==> config.mk <==
export PLATFORM = sky130hd
export DESIGN_NAME = sha256_block_feeder
export DESIGN_NICKNAME = d
export VERILOG_FILES = /design/src/rtl/sha256_block_feeder.sv
export SDC_FILE = /design/constraint.sdc
export NUM_CORES = 2
export LEC_CHECK = 0
export CORE_MARGIN = 4
export CORE_UTILIZATION = 52
export DETAILED_ROUTE_END_ITERATION = 10
export PLACE_DENSITY = 0.81
export SYNTH_ARGS = -nofsm -noshare
export SYNTH_HDL_FRONTEND = slang
export SYNTH_SLANG_ARGS = --single-unit
==> constraint.sdc <==
create_clock -name clk -period 22.4 [get_ports clk]
set_input_delay 3.36 -clock clk [delete_from_list [all_inputs] [get_ports clk]]
set_output_delay 3.36 -clock clk [all_outputs]
set_load 0.02 [all_outputs]
==> src/rtl/sha256_block_feeder.sv <==
// Purpose: SHA-256 pre-processor. Packs a big-endian word stream into 512-bit blocks with FIPS 180-4 padding and length.
// Latency: a block is valid 1 cycle after its final word is accepted; a spilled tail block follows 2 cycles after the previous block is accepted.
// Backpressure: a valid block is held stable and word input is stalled until readyIn. Optional block counter: SHA256_FEEDER_BLOCK_COUNT_EN.
module sha256_block_feeder (
  input  logic        clk,
  input  logic        rst,
  input  logic [31:0] wordIn,
  input  logic        wordValidIn,
  input  logic        wordLastIn,
  input  logic [2:0]  wordBytesIn,
  output logic        wordReadyOut,
  output logic [31:0] blockOut [0:15],
  output logic        validOut,
  output logic        firstBlockOut,
  output logic        lastBlockOut,
  input  logic        readyIn
`ifdef SHA256_FEEDER_BLOCK_COUNT_EN
  ,
  output logic [31:0] blockCountOut
`endif
);

  localparam logic [1:0] ST_FILL    = 2'd0;
  localparam logic [1:0] ST_EMIT    = 2'd1;
  localparam logic [1:0] ST_PADTAIL = 2'd2;

  logic [1:0]  state_q, state_d;
  logic [3:0]  idx_q, idx_d;
  logic [60:0] cnt_q, cnt_d;
  logic [31:0] blk_q [0:15];
  logic [31:0] blk_d [0:15];
  logic        first_q, first_d;
  logic        last_q, last_d;
  logic        msg_start_q, msg_start_d;   // next emitted block opens a new message
  logic        tail_q, tail_d;             // length did not fit, a tail block follows
  logic        tail80_q, tail80_d;         // tail block also carries the 0x80 marker

  logic        word_acc;
  logic        blk_acc;
  logic [2:0]  n_bytes;
  logic [6:0]  used;
  logic [60:0] cnt_fin;
  logic [60:0] len_src;
  logic [63:0] bit_len;
  logic [31:0] pad_word;

  assign wordReadyOut  = (state_q == ST_FILL) && !rst;
  assign validOut      = (state_q == ST_EMIT);
  assign firstBlockOut = first_q;
  assign lastBlockOut  = last_q;
  assign word_acc      = wordValidIn && wordReadyOut;
  assign blk_acc       = validOut && readyIn;

  for (genvar g = 0; g < 16; g++) begin : g_out
    assign blockOut[g] = blk_q[g];
  end

  // Byte count of the final word saturates at a full word; used = bytes of this block holding data.
  assign n_bytes = (wordBytesIn > 3'd4) ? 3'd4 : wordBytesIn;
  assign used    = {1'b0, idx_q, 2'b00} + {4'b0, n_bytes};
  assign cnt_fin = cnt_q + {58'd0, n_bytes};
  // In PadTail the counter already holds the final count; in Fill the last word's bytes are added now.
  assign len_src = (state_q == ST_PADTAIL) ? cnt_q : cnt_fin;
  assign bit_len = {len_src, 3'b000};

  // Final word: keep the valid bytes, put 0x80 right after them, zero the rest.
  always_comb begin
    pad_word = 32'd0;
    for (int b = 0; b < 4; b++) begin
      if (b < int'(n_bytes)) begin
        pad_word[31-8*b -: 8] = wordIn[31-8*b -: 8];
      end else if (b == int'(n_bytes)) begin
        pad_word[31-8*b -: 8] = 8'h80;
      end
    end
  end

  // Next-state logic for fill, emit and tail-building.
  always_comb begin
    state_d     = state_q;
    idx_d       = idx_q;
    cnt_d       = cnt_q;
    first_d     = first_q;
    last_d      = last_q;
    msg_start_d = msg_start_q;
    tail_d      = tail_q;
    tail80_d    = tail80_q;
    for (int k = 0; k < 16; k++) begin
      blk_d[k] = blk_q[k];
    end

    case (state_q)
      ST_FILL: begin
        if (word_acc) begin
          if (!wordLastIn) begin
            blk_d[idx_q] = wordIn;
            cnt_d        = cnt_q + 61'd4;
            if (idx_q == 4'd15) begin
              state_d     = ST_EMIT;
              idx_d       = 4'd0;
              first_d     = msg_start_q;
              last_d      = 1'b0;
              msg_start_d = 1'b0;
              tail_d      = 1'b0;
            end else begin
              idx_d = idx_q + 4'd1;
            end
          end else begin
            // Words after the final one are stale from the previous block; clear them.
            // A full final word pushes the 0x80 marker into the next word.
            for (int k = 0; k < 16; k++) begin
              if (k == int'(idx_q)) begin
                blk_d[k] = pad_word;
              end else if (k > int'(idx_q)) begin
                blk_d[k] = ((k == int'(idx_q) + 1) && (n_bytes == 3'd4)) ? 32'h8000_0000 : 32'd0;
              end
            end
            state_d = ST_EMIT;
            idx_d   = 4'd0;
            first_d = msg_start_q;
            if (used <= 7'd55) begin
              blk_d[14]   = bit_len[63:32];
              blk_d[15]   = bit_len[31:0];
              last_d      = 1'b1;
              msg_start_d = 1'b1;
              cnt_d       = 61'd0;
              tail_d      = 1'b0;
              tail80_d    = 1'b0;
            end else begin
              last_d      = 1'b0;
              msg_start_d = 1'b0;
              cnt_d       = cnt_fin;
              tail_d      = 1'b1;
              tail80_d    = (used == 7'd64);
            end
          end
        end
      end
      ST_EMIT: begin
        if (blk_acc) begin
          state_d = tail_q ? ST_PADTAIL : ST_FILL;
        end
      end
      ST_PADTAIL: begin
        for (int k = 0; k < 16; k++) begin
          blk_d[k] = 32'd0;
        end
        blk_d[0]    = tail80_q ? 32'h8000_0000 : 32'd0;
        blk_d[14]   = bit_len[63:32];
        blk_d[15]   = bit_len[31:0];
        first_d     = 1'b0;
        last_d      = 1'b1;
        msg_start_d = 1'b1;
        tail_d      = 1'b0;
        tail80_d    = 1'b0;
        cnt_d       = 61'd0;
        state_d     = ST_EMIT;
      end
      default: begin
        state_d = ST_FILL;
      end
    endcase
  end

  // State registers; reset discards any partial block, pending tail and byte count.
  always_ff @(posedge clk or posedge rst) begin
    if (rst) begin
      state_q     <= ST_FILL;
      idx_q       <= 4'd0;
      cnt_q       <= 61'd0;
      first_q     <= 1'b0;
      last_q      <= 1'b0;
      msg_start_q <= 1'b1;
      tail_q      <= 1'b0;
      tail80_q    <= 1'b0;
      for (int k = 0; k < 16; k++) begin
        blk_q[k] <= 32'd0;
      end
    end else begin
      state_q     <= state_d;
      idx_q       <= idx_d;
      cnt_q       <= cnt_d;
      first_q     <= first_d;
      last_q      <= last_d;
      msg_start_q <= msg_start_d;
      tail_q      <= tail_d;
      tail80_q    <= tail80_d;
      for (int k = 0; k < 16; k++) begin
        blk_q[k] <= blk_d[k];
      end
    end
  end

`ifdef SHA256_FEEDER_BLOCK_COUNT_EN
  logic [31:0] bcnt_q;

  // Count every block handed to the hasher, tail blocks included.
  always_ff @(posedge clk or posedge rst) begin
    if (rst) begin
      bcnt_q <= 32'd0;
    end else if (blk_acc) begin
      bcnt_q <= bcnt_q + 32'd1;
    end
  end

  assign blockCountOut = bcnt_q;
`endif

endmodule

Word level (Yosys, flattened, before mapping)
Index checks and enable logic that the tools add are counted.
{ "word_totals": {"regBits": 584} }
{ "op_classes": {"addsub": 5, "order_cmp": 23, "n_eq_ne": 58, "muxes": 93, "bitwise_logic": 1, "reduce_logical": 45} }
{ "ops": {"columns": ["op", "n"], "rows": [
  ["32-bit 2-to-1 mux", 48],
  ["512-bit 2-to-1 mux", 2],
  ["512-bit case mux with 2 select lines", 1],
  ["512-bit bitwise mux", 1],
  ["61-bit 2-to-1 mux", 4],
  ["5-bit by 32-bit equality test with 1-bit output, first input constant", 7],
  ["32-bit demux with 4-bit select", 1],
  ["4-bit by 32-bit equality test with 1-bit output, first input constant", 4],
  ["61-bit case mux with 2 select lines", 1],
  ["3-bit by 32-bit equality test with 1-bit output, first input constant", 2],
  ["64-bit 2-to-1 mux", 1],
  ["8-bit 2-to-1 mux", 8],
  ["61-bit by 3-bit adder with 61-bit output", 1],
  ["61-bit by 3-bit adder with 61-bit output, second input constant", 1],
  ["3-bit AND reduction", 19],
  ["4-bit by 2-bit inequality test with 1-bit output, second input constant", 13],
  ["2-bit by 32-bit equality test with 1-bit output, first input constant", 1],
  ["4-bit equality test, first input constant", 8],
  ["4-bit > comparator, first input constant", 8],
  ["1-bit logical AND", 19],
  ["3-bit by 4-bit equality test with 1-bit output, first input constant", 4],
  ["3-bit by 4-bit > comparator with 1-bit output, first input constant", 4],
  ["1-bit 2-to-1 mux", 13],
  ["2-bit 2-to-1 mux", 5],
  ["36 further kinds", 49]
]} }

Depth between registers and ports, before layout
{ "logic_depth": {"depth_word": 11, "mapped_depth": 12} }

Worst setup path before layout
OpenSTA, ideal clock, no wires.
{ "synth_path": {"kind": "input to output", "from": "input rst", "to": "output wordReadyOut", "arrival_ns": 3.815, "t_required_ns": 19.040, "slack_ns": 15.225, "path_stages": 1, "cell_sequence": "nor3_1"} }
{ "synth_via": {"elab_chain_len": 2} }
{ "synth_rtl": {"columns": ["element", "line_no", "source"], "rows": [
  ["from (decl)", "6", "input logic rst,"],
  ["1-bit logical NOT (no source line)", null, null],
  ["1-bit logical AND", "47", "assign wordReadyOut = (state_q == ST_FILL) && !rst;"],
  ["to (decl)", "11", "output logic wordReadyOut,"]
]} }
No other way between the ends.

Worst setup path after layout
Ends and elaborated chain as after synthesis.

==> metrics.md <==
| Metric | Value |
|---|---|
| IO buf count | 555 |
| CP max stage cell | clkdlybuf4s50_1 |
| CP cell instances | clkdlybuf4s50_1 -> nor3_1 -> clkdlybuf4s50_1 |
| Buf/Inv on CP | 2 |
| Die area | 55300 µm² |
| Post-synthesis cell type count | 80 |
| Skew-Pair Late Insertion Delay | 660 ps |
| Drc violations | 0 |
| DRT iter0 DRCs | 3621 |
| Site Rows | 83 |
| Worst Tran Pin Value | 1390 ps |
| IO Count | 556 |
| Wire length on met2 | 58000 µm |
| Vias in the first global route | 26400 |
| Worst path max stage delay | 650 ps |
| Synth Instances | 2944 |
| Outcome | finished, final reports clean |
| First-pass GRT wire length | 183000 µm |
| Most common cell after layout, fill and taps aside | nand2_1 |
| Setup Viol. Count Final | 0 |
| # fillers | 3910 |
| CP Max Fanout | 3 |
| Hold buffer count at cts | 0 |
| Critical Path RT | 19040 ps |
| Initial antenna violation count | 4 |
| Die H | 235 µm |
| Part of the power in registers | 40.7% |
| R2R depth | 11 |
| Initial Util | 52.4% |
| Register area | 14600 µm² |
| Gpl congestion | 0.969 |
| Final min period | 8130 ps |
| Top routing layer used | met5 |
| Most frequent cells in the layout | nand2_1 (618), dfrtp_1 (583), clkdlybuf4s50_1 (554), o21ai_0 (473), nor2_1 (155) |
| Max cap viols | 0 |
| Logic pwr share | 27.9% |
| Top cell by count, worst path | clkdlybuf4s50_1 |
| Final wirelength | 126000 µm |
| Tcrit/Tclk final | 36.3% |
| P_sw | 1.13 mW |
| Area leader, netlist | dfrtp_1 |
| Worst-case hold path end point | blockOut[336]$_DFFE_PP0P_ |
| Top_reg_cell synth | dfrtp_1 |
| HP Start | blockOut[336]$_DFFE_PP0P_ |
| Clock Sinks | 584 |
| DR pass1 iterations | 7 |
| Clock slew at reported path FFs | 70 ps |
| Clock Skews | 51.7 ps |
| Avg Cell Area, Syn | 9.12 µm² |
| R2r startpoint | idx_q[0]$_DFFE_PP0P_ |
| Die Wd | 235 µm |
| Synth Net Count | 2998 |
| Synth top area share | 54.3% |
| Maximum vdd drop | 0.0000661 V |
| Clock power frac | 31.4% |
| Internal power | 2.15 mW |
| Sequential share of the synthesized area | 54.4% |
| R2r setup slk | 18280 ps |
| Metal3 WL | 13700 µm |
| Hold depth | 2 |
| Pleak | 14.4 nW |
| Wl on met1 | 42400 µm |
| RSZ-0062 raised after global routing | no |
| WS Path Type | input port to output pin |
| DR WL/cell | 30.8 µm |
| Post-DP HPWL | 88400 µm |
| Postcts setup bufs | 0 |
| CTS Buffer Depth | 3 |
| Post-Route Setup TNS | 0 ps |
| Share of layout cells above drive strength 1 | 5.15% |
| CP arrival | 4770 ps |
| Sw Share | 34.4% |
| Yosys reg bits | 584 |
| Final core occ | 67.9% |
| CTS H-tree depth | 2 |
| Vias per inst | 6.72 |
| Slew headroom | 6.95% |
| CTS tree | built |
| Cell Pwr Density | 94.3 nW/µm² |
| Worst hold path class | register to register |
| Worst Setup End Kind | output pin |
| Critical path's top delay family | buffers and inverters |
| Grt total ovfl | 0 |
| Core Area | 51200 µm² |
| Mapped Area | 26900 µm² |
| Top area cells in the synthesized netlist | dfrtp_1 (54%), o21ai_0 (8.8%), nand2_1 (8.6%) |
| Antenna viol nets, final | 0 |
| Root Buffer Master | clkbuf_16 |
| Worst r2r dst | blockOut[52]$_DFFE_PP0P_ |
| YS warnings | 0 |
| P&R area growth vs syn | 29.4% |
| Startpoint Class | input port |
| F_max | 123 MHz |
| Max Slew Vio Count | 0 |
| Largest net degree at the start of global routing | 159 |
| Number of CTS-inserted buffers | 58 |
| Global Route Usage Sum | 43.8% |
| Fin. Hold Viols | 0 |
| Ys async rst share | 100% |
| EDFF count, synth | 0 |
| Multi-input logic area | 11400 µm² |
| Layout Nets | 3411 |
| Post_cts resized | 0 |
| Vias | 27500 |
## layer usage
layer / vias to the layer above / track usage, %
li1: 11300 / -
met4: 2 / 31.0
met5: - / 0
met2: 2086 / 69.7
met1: 13500 / 51.8
met3: 573 / 11.8
## area by class of cell
class                      count  area share (%)
antenna                        5          0.0360
clock buffer                  82            4.76
clock inverter                22           0.915
inverter                      19           0.227
multi-input combinational   2101            32.7
sequential                   584            42.1
tap                          680            2.45
timing repair buffer         593            16.8
## logic make-up (layout without fill, tap and decap cells)
kind of cell / count (synthesis) / in the layout / share of synthesized area [%]
AND/OR/NAND/NOR: 1083 / 1083 / 17.9
AO/OA/AOI/OAI: 953 / 953 / 21.4
flip-flops: 584 / 584 / 54.4
buffers and inverters: 259 / 716 / 3.82
XOR/XNOR: 45 / 45 / 1.47
adder cells (fa/ha/maj): 14 / 14 / 0.680
multiplexers: 6 / 6 / 0.228
other: 0 / 5 / 0
## sequential cells by signal, summed over array words and instances, names as in the netlist
| name | count |
|---|---|
| blockOut | 512 |
| cnt_q | 61 |
| firstBlockOut | 1 |
| idx_q | 4 |
| lastBlockOut | 1 |
| msg_start_q | 1 |
| state_q | 2 |
| tail80_q | 1 |
| tail_q | 1 |
## tightest hold or removal path, stage by stage (launching register included)
cell and delay [ps]:
dfrtp_1 340, nand2_1 50, o31ai_1 50
## worst max-delay path by stage
| stage | depth (start not counted) | endpoint | startpoint |
|---|---|---|---|
| final | 3 | wordReadyOut | rst |
| after global routing | 3 | wordReadyOut | rst |
| after CTS | 3 | wordReadyOut | rst |
| after detailed placement | 3 | wordReadyOut | rst |
| after global placement | 3 | wordReadyOut | rst |
| after floorplan | 1 | blockOut[0]$_DFFE_PP0P_ | rst |
## stage by stage
| step | total power [mW] | worst slack [ps] | std cells | cell area [µm²] | hold WS, ps |
|---|---|---|---|---|---|
| CTS | 3.26 | 14280 | 4081 | 34700 | 481 |
| detailed placement | 2.25 | 14290 | 3977 | 32800 | 467 |
| global placement | 2.22 | 14300 | 3977 | 32800 | 456 |
| global route | 3.37 | 14290 | 4084 | 34700 | 498 |
| finish | 3.28 | 14270 | 4086 | 34700 | 477 |
| floorplan | 1.74 | 2700 | 2944 | 26900 | 439 |
## synthesized netlist by cell type, types with 13 or more instances
cell type	count
o22ai_1	52
buf_1	15
a211oi_1	13
xnor2_1	26
clkbuf_1	197
inv_1	18
and3_1	39
o21ai_1	13
xor2_1	19
o31ai_1	102
nor2_1	158
nand4_1	32
nor4_1	30
nand2_1	618
buf_2	20
o21ai_0	474
a22o_1	24
a21oi_1	115
and2_1	19
a221oi_1	32
ha_1	13
dfrtp_1	583
or3_1	14
a31oi_1	21
nand3_1	68
nor3_1	44
## power groups by stage
stage	Combinational (mW)	Clock, mW	Sequential (mW)
6_report	0.914	1.03	1.33
5_1_grt	0.956	1.07	1.35
4_1_cts	0.908	1.02	1.33
3_5_place_dp	0.901	0	1.34
3_3_place_gp	0.886	0	1.34
2_1_floorplan	0.238	0	1.50
Power figures use the tool's default switching activity.
